==> src/rtl/fir_pkg.sv <==
// Shared definitions for the 600 kHz FIR filter datapath.
//   FIR_OUT_W  : width of the filter output word
//   SAMPLE_DIV : 12 MHz clocks per 600 kHz sample strobe
//   CAP_CNT_W  : width of the capture delay counter (covers 0..15)
//   cap_state_e: capture FSM states
package fir_pkg;

  localparam int FIR_OUT_W  = 16;
  localparam int SAMPLE_DIV = 20;
  localparam int CAP_CNT_W  = 4;

  typedef enum logic {
    CAP_IDLE = 1'b0,
    CAP_WAIT = 1'b1
  } cap_state_e;

  // occupancy counter width for a FIFO of the given depth (0..depth inclusive)
  function automatic int lvl_w(input int depth);
    return $clog2(depth) + 1;
  endfunction

endpackage

==> src/rtl/sync_fifo.sv <==
// Single-clock FIFO with a registered head word.
//   clk, rst_n : clock, asynchronous active-low reset
//   push, din  : write request and word
//   pop        : consume head (ignored while empty)
//   dout, vld  : registered head word and its valid
//   full/empty : occupancy status, level = entries including the head
//   drop       : push refused this cycle (full and no pop)
module sync_fifo
  import fir_pkg::*;
#(
  parameter int DATA_W = 16,
  parameter int DEPTH  = 8
) (
  input  logic                    clk,
  input  logic                    rst_n,
  input  logic                    push,
  input  logic [DATA_W-1:0]       din,
  input  logic                    pop,
  output logic [DATA_W-1:0]       dout,
  output logic                    vld,
  output logic                    full,
  output logic                    empty,
  output logic                    drop,
  output logic [$clog2(DEPTH):0]  level
);

  localparam int PTR_W = $clog2(DEPTH);
  localparam int LVL_W = lvl_w(DEPTH);

  if (DEPTH < 2 || DEPTH > 64 || (DEPTH & (DEPTH - 1)) != 0) begin : g_chk_depth
    $error("sync_fifo: DEPTH must be a power of two in 2..64");
  end

  logic [DATA_W-1:0] mem [DEPTH];
  logic [PTR_W-1:0]  wr_ptr, rd_ptr, rd_ptr_nxt;
  logic [LVL_W-1:0]  level_nxt, remain;
  logic [DATA_W-1:0] head_nxt;
  logic              do_pop, do_wr;

  assign empty  = (level == '0);
  assign full   = (level == LVL_W'(DEPTH));
  assign do_pop = pop & ~empty;
  // a pop in the same cycle frees the slot, so a full FIFO still accepts
  assign do_wr  = push & (~full | do_pop);
  assign drop   = push & full & ~do_pop;

  assign rd_ptr_nxt = rd_ptr + PTR_W'(do_pop);
  assign remain     = level - LVL_W'(do_pop);
  assign level_nxt  = remain + LVL_W'(do_wr);

  // Next head: if nothing older survives this cycle the incoming word
  // becomes the head; otherwise it is already sitting in memory.
  always_comb begin
    head_nxt = mem[rd_ptr_nxt];
    if (remain == '0) head_nxt = din;
  end

  always_ff @(posedge clk) begin
    if (do_wr) mem[wr_ptr] <= din;
  end

  always_ff @(posedge clk or negedge rst_n) begin
    if (!rst_n) begin
      wr_ptr <= '0;
      rd_ptr <= '0;
      level  <= '0;
      dout   <= '0;
      vld    <= 1'b0;
    end else begin
      wr_ptr <= wr_ptr + PTR_W'(do_wr);
      rd_ptr <= rd_ptr_nxt;
      level  <= level_nxt;
      vld    <= (level_nxt != '0);
      // hold the last word when going empty; head is stable while not popped
      if (level_nxt != '0) dout <= head_nxt;
    end
  end

endmodule

==> src/rtl/fir_out_capture.sv <==
// Captures the FIR output CAP_DLY clocks after each sample strobe, queues the
// words in a FIFO and hands them to the consumer over valid/ready.
//   iClk_12MHz       : system clock
//   iRsn             : async active-low reset (release synchronised here)
//   iEnSample_600kHz : one-clock sample strobe shared with the FIR filter
//   iFirOut          : FIR output word, passed through bit-exact
//   iClrFlag         : synchronous clear of oOvf
//   iRdy             : consumer ready
//   oVld, oData      : registered FIFO head and its valid
//   oLevel           : FIFO occupancy 0..DEPTH
//   oOvf             : sticky, a capture was dropped on a full FIFO
module fir_out_capture
  import fir_pkg::*;
#(
  parameter int DATA_W  = FIR_OUT_W,
  parameter int DEPTH   = 8,
  parameter int CAP_DLY = 2
) (
  input  logic                   iClk_12MHz,
  input  logic                   iRsn,
  input  logic                   iEnSample_600kHz,
  input  logic [DATA_W-1:0]      iFirOut,
  input  logic                   iClrFlag,
  input  logic                   iRdy,
  output logic                   oVld,
  output logic [DATA_W-1:0]      oData,
  output logic [$clog2(DEPTH):0] oLevel,
  output logic                   oOvf
);

  if (CAP_DLY < 1 || CAP_DLY > 15) begin : g_chk_dly
    $error("fir_out_capture: CAP_DLY must be in 1..15");
  end

  localparam logic [CAP_CNT_W-1:0] RELOAD = CAP_CNT_W'(CAP_DLY - 1);

  // Reset asserts immediately, deasserts two edges after iRsn rises.
  logic [1:0] rst_sync;
  logic       rst_n;

  always_ff @(posedge iClk_12MHz or negedge iRsn) begin
    if (!iRsn) rst_sync <= 2'b00;
    else       rst_sync <= {rst_sync[0], 1'b1};
  end
  assign rst_n = rst_sync[1];

  cap_state_e           state, state_nxt;
  logic [CAP_CNT_W-1:0] cnt, cnt_nxt;
  logic                 cap;
  logic                 full, empty, drop;

  always_ff @(posedge iClk_12MHz or negedge rst_n) begin
    if (!rst_n) begin
      state <= CAP_IDLE;
      cnt   <= '0;
    end else begin
      state <= state_nxt;
      cnt   <= cnt_nxt;
    end
  end

  // The capture fires on the terminal count whether or not a new strobe
  // arrives; a strobe always (re)arms the counter, so an earlier pending
  // capture is abandoned but one completing this cycle is kept.
  always_comb begin
    state_nxt = state;
    cnt_nxt   = cnt;
    cap       = 1'b0;
    case (state)
      CAP_IDLE: ;
      CAP_WAIT: begin
        if (cnt == '0) begin
          cap       = 1'b1;
          state_nxt = CAP_IDLE;
        end else begin
          cnt_nxt = cnt - 1'b1;
        end
      end
      default: state_nxt = CAP_IDLE;
    endcase
    if (iEnSample_600kHz) begin
      state_nxt = CAP_WAIT;
      cnt_nxt   = RELOAD;
    end
  end

  sync_fifo #(
    .DATA_W (DATA_W),
    .DEPTH  (DEPTH)
  ) u_fifo (
    .clk   (iClk_12MHz),
    .rst_n (rst_n),
    .push  (cap),
    .din   (iFirOut),
    .pop   (oVld & iRdy),
    .dout  (oData),
    .vld   (oVld),
    .full  (full),
    .empty (empty),
    .drop  (drop),
    .level (oLevel)
  );

  // set beats clear when both happen in one cycle
  always_ff @(posedge iClk_12MHz or negedge rst_n) begin
    if (!rst_n)        oOvf <= 1'b0;
    else if (drop)     oOvf <= 1'b1;
    else if (iClrFlag) oOvf <= 1'b0;
  end

endmodule
==> config.mk <==
export PLATFORM = sky130hd
export DESIGN_NAME = fir_out_capture
export DESIGN_NICKNAME = d
export VERILOG_FILES = /design/src/rtl/fir_pkg.sv /design/src/rtl/sync_fifo.sv /design/src/rtl/fir_out_capture.sv
export SDC_FILE = /design/constraint.sdc
export NUM_CORES = 1
export LEC_CHECK = 0
export BUFFER_PORTS_ARGS = -buffer_cell sky130_fd_sc_hd__buf_2
export CORE_MARGIN = 4
export CORE_UTILIZATION = 55
export CTS_BUF_LIST = sky130_fd_sc_hd__clkbuf_4 sky130_fd_sc_hd__clkbuf_8
export DETAILED_ROUTE_END_ITERATION = 12
export PLACE_DENSITY = 0.8
export SLEW_MARGIN = 20
export SYNTH_ARGS = -nofsm -noshare
export SYNTH_HDL_FRONTEND = slang
export SYNTH_SLANG_ARGS = --single-unit
==> constraint.sdc <==
create_clock -name iClk_12MHz -period 1.7 [get_ports iClk_12MHz]
set_input_delay 0.085 -clock iClk_12MHz [delete_from_list [all_inputs] [get_ports iClk_12MHz]]
set_output_delay 0.085 -clock iClk_12MHz [all_outputs]
set_load 0.05 [all_outputs]
## After elaboration in Yosys (flattened, before gate mapping)

Memories as Yosys holds them, arrays and structs flattened.
Index checks and enable logic that the tools add are counted.

- Output and inout bits: 22
- Input port bits: 21
- Memories: 1
- Bits in registers: 35
- Bits in writable memories: 128

- Add/sub/neg operators: 5
- Reductions and logical operators: 7
- Bitwise logic cells: 9
- Mux-type cells: 13
- Eq/ne operators: 2

Memory list:

| memory | words | bits a word | read ports | clocked after Yosys merged registers in | wr ports | RTL line | source |
|---|---|---|---|---|---|---|---|
| u_fifo.mem | 8 | 16 | 1 | 0 | 1 | sync_fifo.sv:34 | `logic [DATA_W-1:0] mem [DEPTH];` |

Operators by type and width:

| operator | number |
|---|---|
| 16-bit two-way mux | 1 |
| 4-bit zero test | 3 |
| 4-bit two-way mux | 3 |
| 1-bit two-way mux | 9 |
| 3-bit by 1-bit adder with 3-bit output | 2 |
| 1-bit bitwise AND | 5 |
| 4-bit by 1-bit adder with 4-bit output | 1 |
| 4-bit == test, second input constant | 1 |
| 2-bit nonzero test | 2 |
| 4-bit nonzero test | 1 |
| 4-bit by 1-bit subtractor with 4-bit output | 1 |
| 4-bit by 1-bit subtractor with 4-bit output, second input constant | 1 |
| 1-bit inverter | 3 |
| 2-bit != test, second input constant | 1 |
| 2-bit AND reduction | 1 |
| 1-bit bitwise OR | 1 |

## Longest topological paths before layout

- Depth in word-level cells: 7
- Gate-level depth with buffers: 13
- Gate-level depth less buffers: 12

## Hierarchy

Synthesis repeated with hierarchy kept, for this count alone.

- Cells, all modules: 349
- Area, all modules: 6585.1 sq um

By module, submodules not included:

| module | area an instance (sq um) | cells each | times used |
|---|---|---|---|
| sync_fifo | 6198.4 | 315 | 1 |
| fir_out_capture | 386.6 | 34 | 1 |

## Worst setup path after synthesis

Ideal clock, no wire load.

- Kind: flip-flop to flip-flop
- From: register u_fifo.level[2]
- To: register u_fifo.dout[4]
- Slack: -1272 ps
- Arrival: 2846 ps
- Cell stages (with the launch flop): 12
- Clock period less this slack: 2972 ps
- Cells stage by stage: dfrtp_1 > nor3_1 > a21oi_1 > ha_1 > ha_1 > buf_6 > buf_4 > buf_2 > mux2_2 > o22ai_1 > nor3_1 > o32a_1

- Elaborated cells between the ends (all ways): 14
- Those cells by class: add/sub (3); eq/ne (1); mux (1); bitwise (5); reduce/logical (3); memory (1)

RTL lines:

| element | RTL line | source |
|---|---|---|
| start: declaration | sync_fifo.sv:24 | `output logic [$clog2(DEPTH):0] level` |
| start signal: assignment | sync_fifo.sv:72 | `level <= level_nxt;` |
| 4-bit zero test | sync_fifo.sv:40 | `assign empty = (level == '0);` |
| 1-bit inverter | sync_fifo.sv:42 | `assign do_pop = pop & ~empty;` |
| 1-bit bitwise AND | sync_fifo.sv:42 |  |
| 3-bit by 1-bit adder with 3-bit output | sync_fifo.sv:47 | `assign rd_ptr_nxt = rd_ptr + PTR_W'(do_pop);` |
| net u_fifo.rd_ptr_nxt[1] | sync_fifo.sv:35 | `logic [PTR_W-1:0] wr_ptr, rd_ptr, rd_ptr_nxt;` |
| memory read 8 x 16 bit | -- |  |
| 16-bit two-way mux | sync_fifo.sv:55 | `if (remain == '0) head_nxt = din;` |
| end signal: assignment | sync_fifo.sv:75 | `if (level_nxt != '0) dout <= head_nxt;` |
| end: declaration | sync_fifo.sv:19 | `output logic [DATA_W-1:0] dout,` |

The timed path passes the listed nets, and every way through them passes these cells.
A chain may end at the register's enable or synchronous reset.

## Worst setup path after layout

- From: register u_fifo.level[0]
- To: register u_fifo.dout[10]

The elaborated chain is that of the path after synthesis.

==> results.json <==
{
  "synth.largest_area_cell": "edfxtp_1",
  "power.total_mw": 19.1,
  "syn_area_per_cell_um2": 16.5,
  "hold_path_startpoint": "iRdy",
  "synth_cell_types": 37,
  "synth-edff-count": 128,
  "rows": 39,
  "critPathMaxStageDelay_ns": 0.54,
  "power.leakage_nw": 3.34,
  "grt_max_degree": 34,
  "min_to": "oOvf$_DFFE_PN0P_",
  "critPathLaunchType": "flop",
  "cp_top_family": "compound AO/OA/AOI/OAI gates",
  "pwr-share-clk_pct": 14.9,
  "grt_pass1_vias": 4652,
  "regArea_um2": 4730,
  "switching_power_mw": 7.43,
  "finalSetupViolations": 152,
  "rsz0062_at_grt": "true",
  "synth-main-ff-cell": "edfxtp_1",
  "worstSetupPathType": "flop to flop",
  "netlist_area_um2": 6600,
  "antenna_found_initial": 0,
  "power_report.internal_total_mw": 11.7,
  "fill_cells": 602,
  "dieArea_um2": 13800,
  "num_vias": 4472,
  "area_growth_pct": 36.1,
  "max-vdd-ir-drop_v": 0.000865,
  "cts_buffer_depth": 2,
  "initial_utilization_pct": 57.1,
  "track_usage_pct": 26.1,
  "yosysWarnings": 0,
  "crit_path_cell_trace": "nor3_4 > a21oi_2 > ha_2 > ha_4 > buf_12 > mux4_2 > o22ai_4 > nor3_2 > o32a_1",
  "power_frac_comb_pct": 56.2,
  "gp_congestion": 0.827,
  "multiInputGateArea_um2": 2060,
  "seq_power_share_pct": 28.9,
  "synthArstFlopShare_pct": 21.5,
  "path_clk_slew_ns": 0.09,
  "fmax_mhz": 357,
  "fin_crit_sh_pct": 165,
  "synth_top_area_share_pct": 58.2,
  "final_core_util_pct": 77.7,
  "post_drt_wl_per_cell_um": 25.5,
  "powerDensity_nw_per_um2": 2130,
  "swShare_pct": 38.8,
  "crit_cells": 9,
  "post-place-ws_ns": -1.42,
  "synthCells": 399,
  "nNetsFinal": 586,
  "htreeDepth": 4,
  "fin_skew_ns": 0.0173,
  "cts_tree": "done",
  "max_slew_margin_pct": 66.8,
  "fin_area_um2": 8980,
  "worst_slew_pin_slew_ns": 0.486,
  "crit-reg2reg-capture": "u_fifo.dout[10]$_DFFE_PN0P_",
  "coreArea_um2": 11600,
  "yosys-top-cells-count": "edfxtp_1, dfrtp_1, inv_1",
  "path_max_fanout": 7,
  "drv_slew": 0,
  "dp_cells": 615,
  "outcome": "complete, but fails checks",
  "drt_iter0_markers": 637,
  "place_area_um2": 7560,
  "drt_wl_total_mm": 18.2,
  "rr_worst_depth": 9,
  "drive_gt1_share_pct": 45.2,
  "yosysSeqAreaShare_pct": 71.5,
  "yosys-top-cells-area": "edfxtp_1, dfrtp_1, mux4_2",
  "cp-end-kind": "flop",
  "worst_ep_arrival_time_ns": 3.15,
  "post_layout_nonfiller_instances": 712,
  "viasPerCell": 6.28,
  "io_pins": 43,
  "clk_latency_ns": 0.47,
  "post-route-drc-count": 0,
  "synth_most_common_cell": "edfxtp_1",
  "syn-num-nets": 429,
  "root_buffer": "clkbuf_8",
  "worstPathRequired_ns": 2.05,
  "drt_pass1_iterations": 5,
  "grt_pass1_wl_mm": 26.8,
  "clock-sinks": 163,
  "min_period_ns": 2.80,
  "die_w_um": 118,
  "gr-total-overflow": 0,
  "synth_seq_cells": 163,
  "n_antenna_cell": 0,
  "cp_slowest_cell": "mux4_2",
  "reg2reg_from": "u_fifo.level[0]$_DFF_PN0_",
  "hold_slack_ns": 0.257,
  "antenna_left": 0,
  "cts_inserted_buffers": 17,
  "hpwl_mm": 8.86,
  "port_buffers": 42,
  "setup_ws_ns": -1.10,
  "holdPathStages": 6,
  "holdCritPathClass": "primary input to flop",
  "fin_tns_setup_ns": -75.72,
  "cap_violations": 0,
  "violations": "negative setup slack",
  "rrSetupSlack_ns": -1.10,
  "hold_viol_final": 0,
  "die_h_um": 118,
  "path_buf_inv": 1
}
[layout by cell type, fill, tap and decap left out, drive strengths merged, types with 2 or more instances in the layout]
cell type    Yosys  routed
a2111oi         15      15
a21oi            2       2
buf             13     136
bufinv           0       2
clkbuf           7      21
clkinv           0       3
clkinvlp         0       6
dfrtp           35      35
dlygate4sd3      0      20
edfxtp         128     128
ha               9       9
inv             25      26
mux2            15      15
mux4            17      17
nand2            9       9
nand2b           5       5
nor2            11      11
nor2b           18      18
nor3            22      22
nor3b            2       2
o21ai           16      16
o22ai           16      16
o32a            16      16
xnor2            4       4
xor2             4       5
[worst max-delay path by stage]
stage | from | endpoint | slack, ns
floorplan | u_fifo.level[0]$_DFF_PN0_ | u_fifo.dout[10]$_DFFE_PN0P_ | -1.00
global placement | u_fifo.level[0]$_DFF_PN0_ | u_fifo.dout[7]$_DFFE_PN0P_ | -1.34
detailed placement | u_fifo.level[0]$_DFF_PN0_ | u_fifo.dout[7]$_DFFE_PN0P_ | -1.42
CTS | u_fifo.level[2]$_DFF_PN0_ | u_fifo.dout[15]$_DFFE_PN0P_ | -0.96
global route | u_fifo.level[0]$_DFF_PN0_ | u_fifo.dout[10]$_DFFE_PN0P_ | -1.13
finish | u_fifo.level[0]$_DFF_PN0_ | u_fifo.dout[10]$_DFFE_PN0P_ | -1.10
[power groups by stage]
stage | Combinational, mW | Sequential (mW) | Clock (mW)
after global routing | 11.2 | 5.58 | 3.05
after global placement | 7.71 | 5.46 | 0
after detailed placement | 7.95 | 5.51 | 0
final | 10.8 | 5.54 | 2.85
after floorplan | 4.75 | 6.36 | 0
after CTS | 9.89 | 5.48 | 2.85
[logic make-up after synthesis]
| logic type | share of synthesized area [%] |
|---|---|
| flip-flops | 71.5 |
| other | 0.0568 |
| adder cells (fa/ha/maj) | 1.71 |
| buffers and inverters | 3.32 |
| AND/OR/NAND/NOR | 5.86 |
| AO/OA/AOI/OAI | 7.52 |
| multiplexers | 8.51 |
| XOR/XNOR | 1.55 |
[registers in the layout, summed over array words and instances (netlist names)]
| name | cells |
|---|---|
| u_fifo.dout | 16 |
| u_fifo.mem | 128 |
| u_fifo.rd_ptr | 3 |
| rst_sync | 2 |
| cnt | 4 |
| state | 1 |
| u_fifo.level | 4 |
| u_fifo.vld | 1 |
| oOvf | 1 |
| u_fifo.wr_ptr | 3 |
[worst reg2reg max path, cell delays in order, from the launching register on]
cell and delay [ns]:
dfrtp_2 0.44, nor3_4 0.24, a21oi_2 0.10, ha_2 0.19
ha_4 0.38, buf_12 0.18, mux4_2 0.54, o22ai_4 0.19
nor3_2 0.07, o32a_1 0.34
[per-layer routing]
layer	vias up	share of wire [%]	track usage (%)
li1	1872	-	-
met1	2244	35	31.8
met2	296	52	43.9
met3	60	9.1	6.15
met4	0	3.2	12.7
met5	-	0	0
[layout make-up]
| cell class | instances | area share, % |
|---|---|---|
| clock buffer | 20 | 3.06 |
| clock inverter | 12 | 1.43 |
| inverter | 25 | 1.07 |
| multi-input combinational | 192 | 22.9 |
| sequential | 163 | 52.6 |
| tap | 143 | 1.99 |
| timing repair buffer | 157 | 16.9 |
[repair_timing]
action,4_1_cts,5_1_grt
gates resized for setup,58,33
setup buffers,37,15
endpoints found under the hold margin,136,0
setup endpoints to repair,151,152
hold buffers,20,0
pin swaps,16,11
gates cloned,6,0
Note: power is estimated with default switching activity, not from simulation.
